[config.mk]
export PLATFORM = sky130hd
export DESIGN_NAME = alu_mc
export DESIGN_NICKNAME = d
export VERILOG_FILES = /design/src/rtl/alu_mc_pkg.sv /design/src/rtl/alu_mc_muldiv.sv /design/src/rtl/alu_mc.sv
export SDC_FILE = /design/constraint.sdc
export NUM_CORES = 1
export LEC_CHECK = 0
export CAP_MARGIN = 0
export CORE_MARGIN = 8
export CORE_UTILIZATION = 55
export DETAILED_ROUTE_END_ITERATION = 6
export PLACE_DENSITY = 0.8
export SYNTH_ARGS = -nofsm -noshare
export SYNTH_HDL_FRONTEND = slang
export SYNTH_SLANG_ARGS = --single-unit
[constraint.sdc]
create_clock -name clk -period 1.8 [get_ports clk]
set_input_delay 0.54 -clock clk [delete_from_list [all_inputs] [get_ports clk]]
set_output_delay 0.54 -clock clk [all_outputs]
set_load 0.02 [all_outputs]
[src/rtl/alu_mc_pkg.sv]
// alu_mc shared definitions: op codes, FSM state type, default width.
// Optional multiply/divide support is enabled by ALU_MC_MULDIV_EN.
package alu_mc_pkg;

  localparam int XLEN_DEF = 32;

  localparam logic [4:0] OP_ADD   = 5'b00000;
  localparam logic [4:0] OP_SUB   = 5'b01000;
  localparam logic [4:0] OP_SLL   = 5'b00001;
  localparam logic [4:0] OP_SLT   = 5'b00010;
  localparam logic [4:0] OP_SLTU  = 5'b01010;
  localparam logic [4:0] OP_PASS  = 5'b00011;
  localparam logic [4:0] OP_XOR   = 5'b00100;
  localparam logic [4:0] OP_SRL   = 5'b00101;
  localparam logic [4:0] OP_SRA   = 5'b01101;
  localparam logic [4:0] OP_OR    = 5'b00110;
  localparam logic [4:0] OP_AND   = 5'b00111;
  localparam logic [4:0] OP_MUL   = 5'b10000;
  localparam logic [4:0] OP_MULHU = 5'b10001;
  localparam logic [4:0] OP_DIV   = 5'b10010;
  localparam logic [4:0] OP_DIVU  = 5'b10011;
  localparam logic [4:0] OP_REM   = 5'b10100;
  localparam logic [4:0] OP_REMU  = 5'b10101;

  typedef enum logic [1:0] {
    IDLE = 2'd0,
    BUSY = 2'd1,
    DONE = 2'd2
  } state_t;

  function automatic logic is_muldiv(input logic [4:0] o);
    return o[4] && (o[3:0] <= 4'd5);
  endfunction

endpackage

[src/rtl/alu_mc_muldiv.sv]
// Iterative engine: shift-add multiply, restoring divide, one bit per cycle.
// Used by alu_mc only when ALU_MC_MULDIV_EN is defined.
module alu_mc_muldiv
  import alu_mc_pkg::*;
#(
  parameter int XLEN = XLEN_DEF
) (
  input  logic            clk,
  input  logic            rst_n,
  input  logic            start,
  input  logic [2:0]      op,
  input  logic [XLEN-1:0] dataa,
  input  logic [XLEN-1:0] datab,
  output logic            done,
  output logic [XLEN-1:0] result
);

  localparam int CW = $clog2(XLEN + 1);

  logic [CW-1:0]   cnt;
  logic            run;
  logic            k_mul;
  logic            k_hi;
  logic            k_rem;
  logic            neg_q;
  logic            neg_r;
  logic            bz;
  logic [XLEN-1:0] hi;
  logic [XLEN-1:0] lo;
  logic [XLEN-1:0] m;

  logic            s_mul;
  logic            s_sgn;
  logic            sa;
  logic            sb;
  logic [XLEN-1:0] mag_a;
  logic [XLEN-1:0] mag_b;

  assign s_mul = (op[2:1] == 2'b00);
  assign s_sgn = !s_mul && !op[0];
  assign sa    = s_sgn && dataa[XLEN-1];
  assign sb    = s_sgn && datab[XLEN-1];
  assign mag_a = sa ? -dataa : dataa;
  assign mag_b = sb ? -datab : datab;

  logic [XLEN:0]   sum;
  logic [XLEN:0]   trial;
  logic [XLEN-1:0] nhi;
  logic [XLEN-1:0] nlo;

  assign sum   = {1'b0, hi} + (lo[0] ? {1'b0, m} : '0);
  assign trial = {hi, lo[XLEN-1]} - {1'b0, m};

  always_comb begin
    nhi = hi;
    nlo = lo;
    unique case (1'b1)
      k_mul: begin
        nhi = sum[XLEN:1];
        nlo = {sum[0], lo[XLEN-1:1]};
      end
      !k_mul && !trial[XLEN]: begin
        nhi = trial[XLEN-1:0];
        nlo = {lo[XLEN-2:0], 1'b1};
      end
      default: begin
        nhi = {hi[XLEN-2:0], lo[XLEN-1]};
        nlo = {lo[XLEN-2:0], 1'b0};
      end
    endcase
  end

  // Final answer is taken from the last step's next values so the
  // result is ready on the same edge the counter reaches zero.
  assign done = run && (cnt == CW'(1));

  always_comb begin
    result = '0;
    unique case (1'b1)
      k_mul:  result = k_hi ? nhi : nlo;
      k_rem:  result = neg_r ? -nhi : nhi;
      default: result = bz ? '1 : (neg_q ? -nlo : nlo);
    endcase
  end

  always_ff @(posedge clk or negedge rst_n) begin
    if (!rst_n) begin
      cnt   <= '0;
      run   <= 1'b0;
      k_mul <= 1'b0;
      k_hi  <= 1'b0;
      k_rem <= 1'b0;
      neg_q <= 1'b0;
      neg_r <= 1'b0;
      bz    <= 1'b0;
      hi    <= '0;
      lo    <= '0;
      m     <= '0;
    end else if (start) begin
      cnt   <= CW'(XLEN);
      run   <= 1'b1;
      k_mul <= s_mul;
      k_hi  <= (op == 3'b001);
      k_rem <= op[2];
      neg_q <= sa ^ sb;
      neg_r <= sa;
      bz    <= (datab == '0);
      hi    <= '0;
      lo    <= s_mul ? datab : mag_a;
      m     <= s_mul ? dataa : mag_b;
    end else if (run) begin
      hi  <= nhi;
      lo  <= nlo;
      cnt <= cnt - CW'(1);
      if (cnt == CW'(1)) run <= 1'b0;
    end
  end

endmodule

[src/rtl/alu_mc.sv]
// Multi-cycle ALU with valid/ready handshake on both sides.
// Define ALU_MC_MULDIV_EN to add the iterative mul/div/rem operations.
module alu_mc
  import alu_mc_pkg::*;
#(
  parameter int XLEN = XLEN_DEF
) (
  input  logic            clk,
  input  logic            rst_n,
  input  logic            in_valid,
  output logic            in_ready,
  input  logic [4:0]      op,
  input  logic [XLEN-1:0] dataa,
  input  logic [XLEN-1:0] datab,
  output logic            out_valid,
  input  logic            out_ready,
  output logic [XLEN-1:0] result,
  output logic            zero,
  output logic            less,
  output logic            err
);

  localparam int SW = $clog2(XLEN);

  state_t state;

  logic [SW-1:0] sh;
  logic          alt;
  logic          lt_s;
  logic          lt_u;

  assign sh   = datab[SW-1:0];
  assign alt  = op[3];
  assign lt_s = $signed(dataa) < $signed(datab);
  assign lt_u = dataa < datab;

  logic f_add, f_sll, f_slt, f_pass;
  logic f_xor, f_sr, f_or, f_and;

  assign f_add  = (op[2:0] == 3'b000);
  assign f_sll  = (op[2:0] == 3'b001);
  assign f_slt  = (op[2:0] == 3'b010);
  assign f_pass = (op[2:0] == 3'b011);
  assign f_xor  = (op[2:0] == 3'b100);
  assign f_sr   = (op[2:0] == 3'b101);
  assign f_or   = (op[2:0] == 3'b110);
  assign f_and  = (op[2:0] == 3'b111);

  logic signed [XLEN-1:0] sra_v;
  assign sra_v = $signed(dataa) >>> sh;

  logic [XLEN-1:0] alu_res;
  logic            alu_less;
  logic            alu_zero;

  always_comb begin
    alu_res  = '0;
    alu_less = 1'b0;
    unique case (1'b1)
      f_add:  alu_res = alt ? dataa - datab : dataa + datab;
      f_sll:  alu_res = dataa << sh;
      f_slt:  alu_less = alt ? lt_u : lt_s;
      f_pass: alu_res = datab;
      f_xor:  alu_res = dataa ^ datab;
      f_sr:   alu_res = alt ? sra_v : dataa >> sh;
      f_or:   alu_res = dataa | datab;
      f_and:  alu_res = dataa & datab;
      default: ;
    endcase
    if (f_slt) begin
      alu_res  = {{(XLEN-1){1'b0}}, alu_less};
      alu_zero = (dataa == datab);
    end else begin
      alu_zero = (alu_res == '0);
    end
  end

  logic md_op;
  logic illegal;

`ifdef ALU_MC_MULDIV_EN
  logic            md_done;
  logic [XLEN-1:0] md_result;

  assign md_op = is_muldiv(op);

  alu_mc_muldiv #(
    .XLEN (XLEN)
  ) u_muldiv (
    .clk    (clk),
    .rst_n  (rst_n),
    .start  (in_valid && in_ready && md_op),
    .op     (op[2:0]),
    .dataa  (dataa),
    .datab  (datab),
    .done   (md_done),
    .result (md_result)
  );
`else
  assign md_op = 1'b0;
`endif

  assign illegal = op[4] && !md_op;

  always_ff @(posedge clk or negedge rst_n) begin
    if (!rst_n) begin
      state     <= IDLE;
      in_ready  <= 1'b1;
      out_valid <= 1'b0;
      result    <= '0;
      zero      <= 1'b0;
      less      <= 1'b0;
      err       <= 1'b0;
    end else begin
      unique case (state)
        IDLE: begin
          if (in_valid) begin
            in_ready <= 1'b0;
            if (md_op) begin
              state <= BUSY;
            end else begin
              state     <= DONE;
              out_valid <= 1'b1;
              result    <= illegal ? '0 : alu_res;
              zero      <= illegal || alu_zero;
              less      <= !illegal && alu_less;
              err       <= illegal;
            end
          end
        end
`ifdef ALU_MC_MULDIV_EN
        BUSY: begin
          if (md_done) begin
            state     <= DONE;
            out_valid <= 1'b1;
            result    <= md_result;
            zero      <= (md_result == '0);
            less      <= 1'b0;
            err       <= 1'b0;
          end
        end
`endif
        DONE: begin
          if (out_ready) begin
            state     <= IDLE;
            in_ready  <= 1'b1;
            out_valid <= 1'b0;
          end
        end
        default: begin
          state     <= IDLE;
          in_ready  <= 1'b1;
          out_valid <= 1'b0;
        end
      endcase
    end
  end

endmodule

==> results of run 1 <==
[synthesized netlist by cell type, types with 7 or more instances]
cell,number,area share (%)
nor2b_1,14,0.78
buf_1,19,0.64
o21bai_1,8,0.54
a2111oi_0,8,0.63
a221o_1,10,0.90
a211oi_1,29,1.9
ha_1,97,11
o22ai_1,36,2.0
buf_2,20,0.90
mux2_2,23,2.3
or3_1,12,0.67
nor3_1,42,1.9
o211ai_1,29,1.9
xnor2_1,15,1.2
dfrtp_1,36,8.1
o31ai_1,21,1.4
a221oi_1,19,1.5
a21oi_1,102,4.6
o21a_1,12,0.81
a31oi_1,16,0.90
mux4_2,41,8.3
buf_6,7,0.71
nor2_1,110,3.7
clkbuf_1,76,2.6
a22oi_1,12,0.81
o21ai_0,99,4.4
a21o_1,13,0.87
nand3_1,26,1.2
nand4_1,19,1.1
nand2b_1,14,0.78
and3_1,11,0.62
or2_2,9,0.50
mux2i_1,85,7.6
a22o_1,28,2.2
inv_1,99,3.3
nor4_1,21,1.2
nand2_1,148,5.0
[cells by family after synthesis]
kind of cell | share of synthesized area [%]
AND/OR/NAND/NOR | 19.3
XOR/XNOR | 1.57
buffers and inverters | 8.61
multiplexers | 19.6
adder cells (fa/ha/maj) | 11.2
flip-flops | 8.30
AO/OA/AOI/OAI | 31.4
[stage by stage]
| step | std cells | cell area [µm²] | worst slack (ns) |
|---|---|---|---|
| floorplan | 1514 | 11400 | -2.06 |
| global placement | 2382 | 16900 | -2.45 |
| detailed placement | 2382 | 16900 | -2.63 |
==> results.toml, run 1 <==
[clocking]
htree_num_levels = 2
cts.root.buffer_cell = "clkbuf_16"
cts.sinks = 37
cts_setup_buffers = 128
numCtsBuffers = 5
hold_buffers = 0
clock_tree.buffer_depth = 2
cts_resized = 591

[die]
std_cell_rows = 52
floorplan.initialDensity_pct = 55.5
chipHeight_um = 158
boundaryPins = 110
fp.dieW_um = 158

[yosys]
synth-main-ff-cell = "dfrtp_1"
ys_seq_elements = 37
synth.yosys.seq_area_share_pct = 8.30
synth-edff-count = 0
synth-async-reset-ratio_pct = 100
synthesis.area_mm2 = 0.0112
syn_inst = 1514
syn-mean-instance-area_um2 = 7.37
synth_warnings = 0
synth_cell_type_count = 89
synth.net_count = 1686

[outcome]
first-error = "[ERROR DPL-0033] detailed placement checks failed during check placement."
status = "did not finish"
haltStage = "clock tree synthesis (4_1_cts)"

[place]
globalplace.congestion = 1.35
io_buffer_count = 109
detailed_place_hpwl_um = 50500
==> inputs of run 2 (changes only) <==
- CORE_UTILIZATION: 55 -> 40
- PLACE_DENSITY: 0.8 -> not set
- PLACE_DENSITY_LB_ADDON: not set -> 0.15
- clock period: 1.8 -> 2.34 ns (I/O delays scaled with it)
==> run 2 against run 1 <==
  * The flow now finishes, with violations (design-rule violations, negative setup slack)
  * Synthesized area unchanged
  * Synthesized cell count unchanged
==> results.toml, run 2 <==
[timing]
final-max-slew-violation-count = 0
final.hold.worst_slack_ns = 0.477
hold_violations = 0
worst-slew-pin-transition_ns = 0.792
skew_ns = 0.00441
number_of_setup_violations_in_the_final_report = 34
final.setup.worst_slack_ns = -1.48
timing.fmax_ghz = 0.261
max-slew-margin-rel_pct = 47.2
rsz_0062_raised_after_global_routing = "yes"
final.period_utilization_pct = 163
timing.final.crit_period_ns = 3.82

[final_layout]
final-instance-count-excl-fill = 2646
num-fill-cells = 2002
area_overhead_vs_synth_pct = 88.8
largest_reg_flops = 32
layout_common_cells = "658 x buf_4, 140 x nand2_1, 97 x nor2_1"
most_frequent_standard_cell_in_the_layout_excluding_fill_and_tap_cells = "buf_4"
antenna_cells = 0
layout.nets = 2439
fin_util_pct = 76.3
registers.top_by_ff_count = "result"
drive_gt1_share_pct = 55.0

[yosys]
synth-main-ff-cell = "dfrtp_1"
post-synth-top-area-cell = "ha_1"
syn-mean-instance-area_um2 = 7.37
yosys.cell_count.top_type = "nand2_1"
ys_seq_elements = 37
synth_warnings = 0
netlist.area_leader.share_pct = 10.9
list_of_most_frequent_post_synthesis_cells = "148 x nand2_1, 110 x nor2_1, 102 x a21oi_1"
synth-async-reset-ratio_pct = 100
synth.net_count = 1686
synth.yosys.seq_area_share_pct = 8.30
synth-edff-count = 0
syn_inst = 1514
synthTopCellsByArea = "ha_1 11%, mux4_2 8.3%, dfrtp_1 8.1%, mux2i_1 7.6%, nand2_1 5.0%"
synthesis.area_mm2 = 0.0112
synth_cell_type_count = 89

[power]
p_leak_nw = 9.35
highest_ir_drop_seen_on_vdd_mv = 0.292
p_per_area_mw_per_mm2 = 356
total_design_power_mw = 7.51

[worst_hold_path]
worst_hold_stages = 2
worst_hold_check_path_type = "register to register"
worst_hold_launch = "less"

[critical_path]
crit_path_cell_trace = "buf_12, clkinv_8, ha_4, inv_2, fa_2, nor2b_4, o211ai_1, buf_4, buf_6, a31oi_1, xnor2_1, a2111o_1, nor4_4, nand4_1, nor4_2, buf_4, nand4_1, o41ai_2"
rr_startpoint = "out_valid"
crit_slowest_cell = "a2111o_1"
path_delay_family = "compound AO/OA/AOI/OAI gates"
crit_path_cell_count = 18
worstSetupStartpointType = "input port"
cp_data_arrival_time_ns = 4.00
worstSetupPathType = "input port to register"
path_max_fanout = 3
timing.critical_path.buf_inv = 6
setup.worst_path.start = "dataa[0]"
timing.critical_path.slowest_cell_delay_ns = 0.50
reg2reg_depth = 9
required_ns = 2.51
endpoint_kind = "register"

[die]
chipHeight_um = 183
std_cell_rows = 61
boundaryPins = 110
fp.dieW_um = 183
core_area_mm2 = 0.0276
floorplan.initialDensity_pct = 40.4
floorplan.die_area_mm2 = 0.0335

[clocking]
htree_num_levels = 2
hold_buffers = 0
worst_setup_hold_path_clk_slew_ns = 0.05
tritoncts = "done"
cts.sinks = 37
insertion_delay_ns = 0.28
cts.root.buffer_cell = "clkbuf_16"
clock_tree.buffer_depth = 2
numCtsBuffers = 5

[outcome]
status = "finished with violations"
failed_checks = "design-rule violations, negative setup slack"

[place]
dpl_worst_slack_ns = -2.50
globalplace.congestion = 1.05
io_buffer_count = 109
detailed_place_hpwl_um = 55400
placed_cells = 2545

[routing]
drt-pass1-iter-count = 7
wl_per_cell_um = 28.1
post_drt_via_cell_ratio = 6.51
initialDrtViolationCount = 2330
wirelength_um = 74300
remaining_drc_errors = 8
drt.antenna.violating_nets = 0
dr_total_vias = 17237

[global_routing]
grt_antenna_before_repair = 0
grt_start_max_net_pins = 51
grt-ovfl-total = 0
grt_pass1_wl_um = 106000
grt.total_usage_pct = 41.4
first_global_vias = 16837

[run]
max-cap-violations = 0
-- run 2: logic make-up (layout without fill, tap and decap cells) --
group,Yosys count,in the layout,share of synthesized area [%]
simple gates,454,454,19.3
fa+ha+maj,99,99,11.2
compound gates,516,516,31.4
xor+xnor,20,20,1.57
mux,158,158,19.6
buf+inv,230,984,8.61
flops,37,37,8.30
-- run 2: through the flow --
stage / TNS [ns] / instance area [µm²]
2_1_floorplan: -32.17 / 11400
3_3_place_gp: -54.19 / 17500
3_5_place_dp: -55.64 / 17500
4_1_cts: -25.71 / 20400
5_1_grt: -30.97 / 21100
6_report: -28.87 / 21100
-- run 2: area by class of cell --
| type | instances | area (µm²) | area share (%) |
|---|---|---|---|
| clock buffer | 5 | 125 | 0.593 |
| clock inverter | 3 | 65.1 | 0.309 |
| tap | 378 | 473 | 2.24 |
| inverter | 102 | 423 | 2.01 |
| multi-input combinational | 1247 | 11700 | 55.4 |
| timing repair buffer | 874 | 7400 | 35.1 |
| sequential | 37 | 927 | 4.40 |
-- run 2: worst paths after layout --
check | endpoint | slack (ns)
max | zero | -1.48
max reg2reg | zero | -0.11
min in group asynchronous | result[0] | 0.51
min reg2reg | less | 0.48
max in group asynchronous | result[27] | 1.33
min | less | 0.48
-- run 2: power by group --
| group | internal, mW | leakage, nW | switching (mW) |
|---|---|---|---|
| combinational | 2.77 | 8.77 | 3.08 |
| clock | 0.608 | 0.0938 | 0.249 |
| sequential | 0.744 | 0.487 | 0.0670 |
| total | 4.12 | 9.35 | 3.39 |
-- run 2: per-layer routing --
metal	GRT usage, %	vias up	part of all wire [%]
li1	-	7241	-
met1	52.4	8325	38
met2	62.9	1310	42
met3	6.69	361	11
met4	30.6	0	9.3
met5	0	-	0
-- run 2: worst min-delay path, stage by stage (launching register included) --
cell and delay (ns):
dfrtp_1 0.34, nand2_1 0.05, nand2_1 0.05
-- run 2: timing repair --
action / 4_1_cts / 5_1_grt
gates cloned: 2 / 0
pin swaps: 172 / 122
buffers inserted: 108 / 29
endpoints found under the setup margin: 34 / 34
gates resized for setup: 601 / 149
No activity file was read; power rests on OpenSTA's default activity.
